`src/rtl/prog_loader.sv`:
```
// Boot sequencer: holds the CPU in reset, zero-fills memory, loads a big-endian byte stream,
// then runs the CPU for a cycle budget. Define PROG_LOADER_CHECKSUM_EN for a trailing checksum word.
module prog_loader #(
  parameter int DATA_WIDTH = 32,
  parameter int ADDR_WIDTH = 12
) (
  input  logic                  external_clk,
  input  logic                  rst,
  input  logic                  start,
  input  logic [7:0]            rx_data,
  input  logic                  rx_valid,
  input  logic                  rx_last,
  output logic                  rx_ready,
  output logic                  mem_we,
  output logic [ADDR_WIDTH-1:0] mem_addr,
  output logic [DATA_WIDTH-1:0] mem_wdata,
  input  logic [31:0]           run_limit,
  output logic                  cpu_rst,
  output logic                  cpu_ena,
  output logic [ADDR_WIDTH:0]   words_loaded,
  output logic                  done,
  output logic                  error
);
  localparam int NB  = DATA_WIDTH / 8;
  localparam int BCW = (NB > 1) ? $clog2(NB) : 1;

  localparam logic [2:0] S_IDLE  = 3'd0;
  localparam logic [2:0] S_CLEAR = 3'd1;
  localparam logic [2:0] S_LOAD  = 3'd2;
  localparam logic [2:0] S_RUN   = 3'd3;
  localparam logic [2:0] S_HALT  = 3'd4;

  logic [2:0]            state;
  logic [BCW-1:0]        byte_cnt;
  logic [DATA_WIDTH-1:0] asm_q, shifted, word_next;
  logic                  word_full, room, fin;
  logic [31:0]           run_cnt, limit_q;
`ifdef PROG_LOADER_CHECKSUM_EN
  logic [DATA_WIDTH-1:0] sum_q;
`endif

  // A short final word is left-justified so the missing low bytes read as zero.
  always_comb begin
    shifted   = (asm_q << 8) | DATA_WIDTH'(rx_data);
    word_full = (int'(byte_cnt) == NB - 1);
    word_next = shifted << (8 * (NB - 1 - int'(byte_cnt)));
    room      = ~words_loaded[ADDR_WIDTH];
  end

  always_ff @(posedge external_clk or posedge rst) begin
    if (rst) begin
      state        <= S_IDLE;
      rx_ready     <= 1'b0;
      mem_we       <= 1'b0;
      mem_addr     <= '0;
      mem_wdata    <= '0;
      cpu_rst      <= 1'b1;
      cpu_ena      <= 1'b0;
      words_loaded <= '0;
      done         <= 1'b0;
      error        <= 1'b0;
      byte_cnt     <= '0;
      asm_q        <= '0;
      fin          <= 1'b0;
      run_cnt      <= '0;
      limit_q      <= '0;
`ifdef PROG_LOADER_CHECKSUM_EN
      sum_q        <= '0;
`endif
    end else begin
      mem_we <= 1'b0;
      case (state)
        S_IDLE, S_HALT: begin
          if (start) begin
            state        <= S_CLEAR;
            mem_we       <= 1'b1;
            mem_addr     <= '0;
            mem_wdata    <= '0;
            cpu_rst      <= 1'b1;
            cpu_ena      <= 1'b0;
            words_loaded <= '0;
            done         <= 1'b0;
            error        <= 1'b0;
            byte_cnt     <= '0;
            fin          <= 1'b0;
`ifdef PROG_LOADER_CHECKSUM_EN
            sum_q        <= '0;
`endif
          end
        end
        S_CLEAR: begin
          if (&mem_addr) begin
            state    <= S_LOAD;
            rx_ready <= 1'b1;
          end else begin
            mem_we   <= 1'b1;
            mem_addr <= mem_addr + ADDR_WIDTH'(1);
          end
        end
        S_LOAD: begin
          if (fin) begin
            fin      <= 1'b0;
            state    <= S_RUN;
            cpu_rst  <= 1'b0;
            cpu_ena  <= 1'b1;
            run_cnt  <= '0;
            limit_q  <= run_limit;
          end else if (rx_valid && rx_ready) begin
            asm_q <= shifted;
            if (!(word_full || rx_last)) begin
              byte_cnt <= byte_cnt + BCW'(1);
            end else begin
              byte_cnt <= '0;
`ifdef PROG_LOADER_CHECKSUM_EN
              // The rx_last word is the trailer: compared, never written.
              if (rx_last) begin
                rx_ready <= 1'b0;
                if (word_full && word_next == sum_q) begin
                  state   <= S_RUN;
                  cpu_rst <= 1'b0;
                  cpu_ena <= 1'b1;
                  run_cnt <= '0;
                  limit_q <= run_limit;
                end else begin
                  error   <= 1'b1;
                  done    <= 1'b1;
                  cpu_rst <= 1'b0;
                  state   <= S_HALT;
                end
              end else if (room) begin
                mem_we       <= 1'b1;
                mem_addr     <= words_loaded[ADDR_WIDTH-1:0];
                mem_wdata    <= word_next;
                words_loaded <= words_loaded + (ADDR_WIDTH+1)'(1);
                sum_q        <= sum_q + word_next;
              end else begin
                error <= 1'b1;
              end
`else
              if (room) begin
                mem_we       <= 1'b1;
                mem_addr     <= words_loaded[ADDR_WIDTH-1:0];
                mem_wdata    <= word_next;
                words_loaded <= words_loaded + (ADDR_WIDTH+1)'(1);
              end else begin
                error <= 1'b1;
              end
              if (rx_last) begin
                rx_ready <= 1'b0;
                if (!word_full) error <= 1'b1;
                // With a write pending, RUN waits one cycle for it to land.
                if (room) begin
                  fin <= 1'b1;
                end else begin
                  state   <= S_RUN;
                  cpu_rst <= 1'b0;
                  cpu_ena <= 1'b1;
                  run_cnt <= '0;
                  limit_q <= run_limit;
                end
              end
`endif
            end
          end
        end
        S_RUN: begin
          run_cnt <= run_cnt + 32'd1;
          if (limit_q != 32'd0 && run_cnt + 32'd1 == limit_q) begin
            state   <= S_HALT;
            cpu_ena <= 1'b0;
            done    <= 1'b1;
          end
        end
        default: state <= S_IDLE;
      endcase
    end
  end
endmodule

```
`config.mk`:
```
export PLATFORM = sky130hd
export DESIGN_NAME = prog_loader
export DESIGN_NICKNAME = d
export VERILOG_FILES = /design/src/rtl/prog_loader.sv
export SDC_FILE = /design/constraint.sdc
export NUM_CORES = 1
export LEC_CHECK = 0
export CORE_MARGIN = 3
export CORE_UTILIZATION = 51
export DETAILED_ROUTE_END_ITERATION = 12
export PLACE_DENSITY_LB_ADDON = 0.15
export SYNTH_ARGS = -nofsm -noshare
export SYNTH_HDL_FRONTEND = slang
export SYNTH_SLANG_ARGS = --single-unit
export TNS_END_PERCENT = 100
```
`constraint.sdc`:
```
create_clock -name external_clk -period 16.7 [get_ports external_clk]
set_clock_uncertainty 0.1 [all_clocks]
set_input_delay 3.34 -clock external_clk [delete_from_list [all_inputs] [get_ports external_clk]]
set_output_delay 3.34 -clock external_clk [all_outputs]
set_load 0.02 [all_outputs]
```
==> qor.log <==
INFO  grt            groute.layer.met2.usage=36.5%
INFO  floorplan      pin_count=108
INFO  logic_synthesis post-synth-top-area-fraction=46.5%
INFO  grt            groute.usage.overall=23.1%
INFO  placed_design  detailed_place_hpwl=14.1mm
INFO  grt            grt_remaining_overflow=0
INFO  clocking       cts.sink_count=157
INFO  clocking       cts_tree=yes
INFO  clocking       root_buffer_selected_by_cts=clkbuf_16
INFO  logic_synthesis synth.net_count=960
INFO  logic_synthesis ys_ff_latch=157
INFO  detailed_routing firstDrtPassIters=5
INFO  hold_path      hold_path.class=register to register
INFO  sta            slew_headroom=36.3%
INFO  cells_and_area share_of_cells_above_drive_strength_1=10.4%
INFO  power          total_switching_power=184uW
INFO  detailed_routing drt_drc_violations_left=0
INFO  sta            hold_ws=0.373ns
INFO  critical_path  timing.critical_path.cells=clkdlybuf4s50_1 > nand2_1 > nor3_1 > nand2_1 > a21oi_1 > a21oi_2 > o21ai_0 > o21ai_0
INFO  logic_synthesis yosysTopAreaCell=dfrtp_1
INFO  critical_path  setup.worst_path.start_class=primary input
INFO  outcome        run_status=completed
INFO  power          power_frac_comb=2.9%
INFO  logic_synthesis synthesis.area_per_instance=9.21um2
INFO  floorplan      placeableCoreArea=16000um2
INFO  floorplan      dieWidth=134um
INFO  sta            rsz0062_at_grt=false
INFO  clocking       cts.clk_slew.worst_paths=0.07ns
INFO  sta            tightest_slew=0.956ns
INFO  logic_synthesis synth.cell_area=8390um2
INFO  clocking       cts_resized=0
INFO  logic_synthesis synth_sequential_area_ratio=46.9%
INFO  floorplan      die_area=18000um2
INFO  power          power_density=77.0nW/um2
INFO  grt            busiest_layer=met2
INFO  sta            fmax=0.181GHz
INFO  detailed_routing dr_total_vias=7020
INFO  logic_synthesis syn-instance-count=911
INFO  sta            final_hold_viol_count=0
INFO  cells_and_area util_after_layout=63.7%
INFO  floorplan      die_y=134um
INFO  grt            antenna_violations_before_repair=0
INFO  power          clkPwrFrac=48.6%
INFO  grt            grt_first_pass_wirelength=34.0mm
INFO  grt            gr-usage-met1=32.8%
INFO  sta            setup_viol=0
INFO  logic_synthesis async_reset_ff_share=100%
INFO  logic_synthesis synthTopCellsByArea=dfrtp_1 47%, nand2_1 8.1%, mux2_2 5.6%
INFO  logic_synthesis post_synth_num_cell_types=56
INFO  logic_synthesis number_of_enable_flip_flop_cells_after_synthesis=0
INFO  detailed_routing number_of_violations_reported_at_the_end_of_detailed_routing_iteration_0=575
INFO  clocking       clock_latency=0.44ns
INFO  logic_synthesis ys.flop_type=dfrtp_1
INFO  detailed_routing postRouteAntennaNets=0
INFO  power          sequentialPowerShare=48.4%
INFO  grt            grt_start_max_net_pins=90
INFO  floorplan      row_count=46
INFO  critical_path  cp_slowest_cell=a21oi_1
INFO  critical_path  setup.worst_path.end_class=register
INFO  critical_path  required=16.89ns
INFO  clocking       cts_setup_buffers=0
INFO  placed_design  gp_congestion=0.882
INFO  placed_design  dpl_worst_slack=10.57ns
INFO  sta            setup_tns=0ns
INFO  critical_path  critPathBufInv=1
INFO  sta            final.setup.worst_slack=11.17ns
INFO  critical_path  cp_slowest_stage_delay=0.74ns
INFO  sta            final.period_utilization=33.1%
INFO  grt            via_count_of_the_first_global_routing_pass=6667
INFO  critical_path  crit_fanout=22
INFO  sta            fin_crit=5.53ns
INFO  detailed_routing drt-total-wl=20.3mm
INFO  detailed_routing via_per_inst=5.74
INFO  clocking       cts-buffers-inserted=17
INFO  critical_path  worst-setup-path-type=primary input to register
INFO  power          internal-power=601uW
INFO  cells_and_area insertedDiodeCount=0
INFO  power          p_leak=4.40nW
INFO  clocking       deepest_level_of_the_cts_h_tree=4
INFO  power          netSwitchingFraction=23.5%
INFO  sta            drv_slew=0
INFO  job            max_cap_viol_count=0
INFO  detailed_routing wl_per_cell=16.6um
INFO  floorplan      initial_standard_cell_utilization_of_the_core=52.4%
INFO  critical_path  worst-endpoint-arrival=5.71ns
INFO  critical_path  critical_path.top_delay_family=compound AO/OA/AOI/OAI gates
INFO  clocking       clk_path_buf_depth=2
INFO  cells_and_area final_net_count=1043
INFO  logic_synthesis ys_warn_count=0
INFO  clocking       cts_hold_buffers=0
INFO  power          ir_worst_vdd=0.0700mV
INFO  cells_and_area area.growth.synth_to_final=21.6%
INFO  placed_design  port_buffers=107
INFO  grt            grt_util_met3=4.20%
==> final cells by class <==
type,instances,area (um2)
fill,1386,5800
clock buffer,17,425
inverter,9,38.8
timing repair buffer,119,1160
sequential,157,3930
multi-input combinational,690,4220
clock inverter,15,153
tap,216,270
==> metrics by stage <==
stage	total power [mW]	std cells	area [um2]
floorplan	0.396	911	8390
global placement	0.411	1191	9620
detailed placement	0.411	1191	9620
CTS	0.791	1223	10200
global route	0.810	1223	10200
finish	0.786	1223	10200
==> cell families (layout without fill, tap and decap cells) <==
kind of cell	Yosys count	in the layout	synth area share [%]
xor+xnor	57	57	5.95
fa+ha+maj	4	4	0.597
buf+inv	64	160	2.97
simple gates	376	376	21.2
flops	157	157	46.9
mux	60	60	7.79
compound gates	193	193	14.6
==> worst paths after layout <==
kind / slack, ns / depth (start not counted) / end / startpoint
worst max-delay path: 11.17 / 8 / mem_addr[9] / rx_valid
worst min-delay path: 0.37 / 2 / mem_wdata[6] / mem_wdata[6]
worst max register to register: 13.44 / 9 / state[0] / run_cnt[0]
worst min register to register: 0.37 / 2 / mem_wdata[6] / mem_wdata[6]
max in group asynchronous: 11.78 / 3 / run_cnt[31] / rst
min in group asynchronous: 3.35 / 2 / words_loaded[4] / rst
==> placed cells by master (no fill, tap or decap), types with 6 or more instances in the layout <==
| master | n |
|---|---|
| o21ai_0 | 78 |
| buf_4 | 12 |
| clkdlybuf4s50_1 | 107 |
| nand4_1 | 20 |
| xnor2_1 | 37 |
| nand2_1 | 181 |
| clkbuf_16 | 17 |
| dfrtp_1 | 156 |
| nor2_1 | 53 |
| inv_1 | 8 |
| and2_1 | 7 |
| a21oi_1 | 25 |
| inv_6 | 6 |
| and3_1 | 18 |
| mux2_2 | 42 |
| nor4_1 | 16 |
| a22oi_1 | 10 |
| a21o_1 | 7 |
| a31oi_1 | 8 |
| nor3_1 | 16 |
| nand3_1 | 34 |
| mux2i_1 | 18 |
| xor2_1 | 20 |
| o31ai_1 | 37 |
==> synthesized netlist by cell type, types with 17 or more instances <==
library cell,instances
mux2_2,42
nor3_1,17
o21ai_0,78
nand3_1,34
dfrtp_1,156
nand2_1,181
nand4_1,20
xnor2_1,37
mux2i_1,18
and3_1,18
nor2_1,53
o31ai_1,37
a21oi_1,26
xor2_1,20
clkbuf_1,47
==> power groups by stage <==
| stage | clock, mW | sequential (mW) | combinational (mW) |
|---|---|---|---|
| finish | 0.382 | 0.380 | 0.0231 |
| global route | 0.404 | 0.380 | 0.0258 |
| CTS | 0.386 | 0.380 | 0.0238 |
| detailed placement | 0 | 0.388 | 0.0238 |
| global placement | 0 | 0.388 | 0.0237 |
| floorplan | 0 | 0.388 | 0.00825 |
==> metal layers <==
layer	routed length, um	part of all wire [%]	vias to the layer above
li1	-	-	3409
met1	9350	46	3413
met2	9620	47	173
met3	1000	4.9	25
met4	324	1.6	0
met5	0	0	-
==> registers in the layout (all words and copies together), names as in the netlist <==
signal and cells:
limit_q 32, mem_wdata 32, run_cnt 32, asm_q 24
words_loaded 13, mem_addr 12, state 3, byte_cnt 2
cpu_ena 1, cpu_rst 1, done 1, error 1
fin 1, mem_we 1, rx_ready 1
==> worst reg2reg max path: cells and delay by family (launching register included) <==
family | cells | cell delay, ns
AO/OA/AOI/OAI | 3 | 0.60
flip-flops | 1 | 0.46
AND/OR/NAND/NOR | 5 | 1.64
adder cells (fa/ha/maj) | 1 | 0.32
No activity file was read; power rests on OpenSTA's default activity.
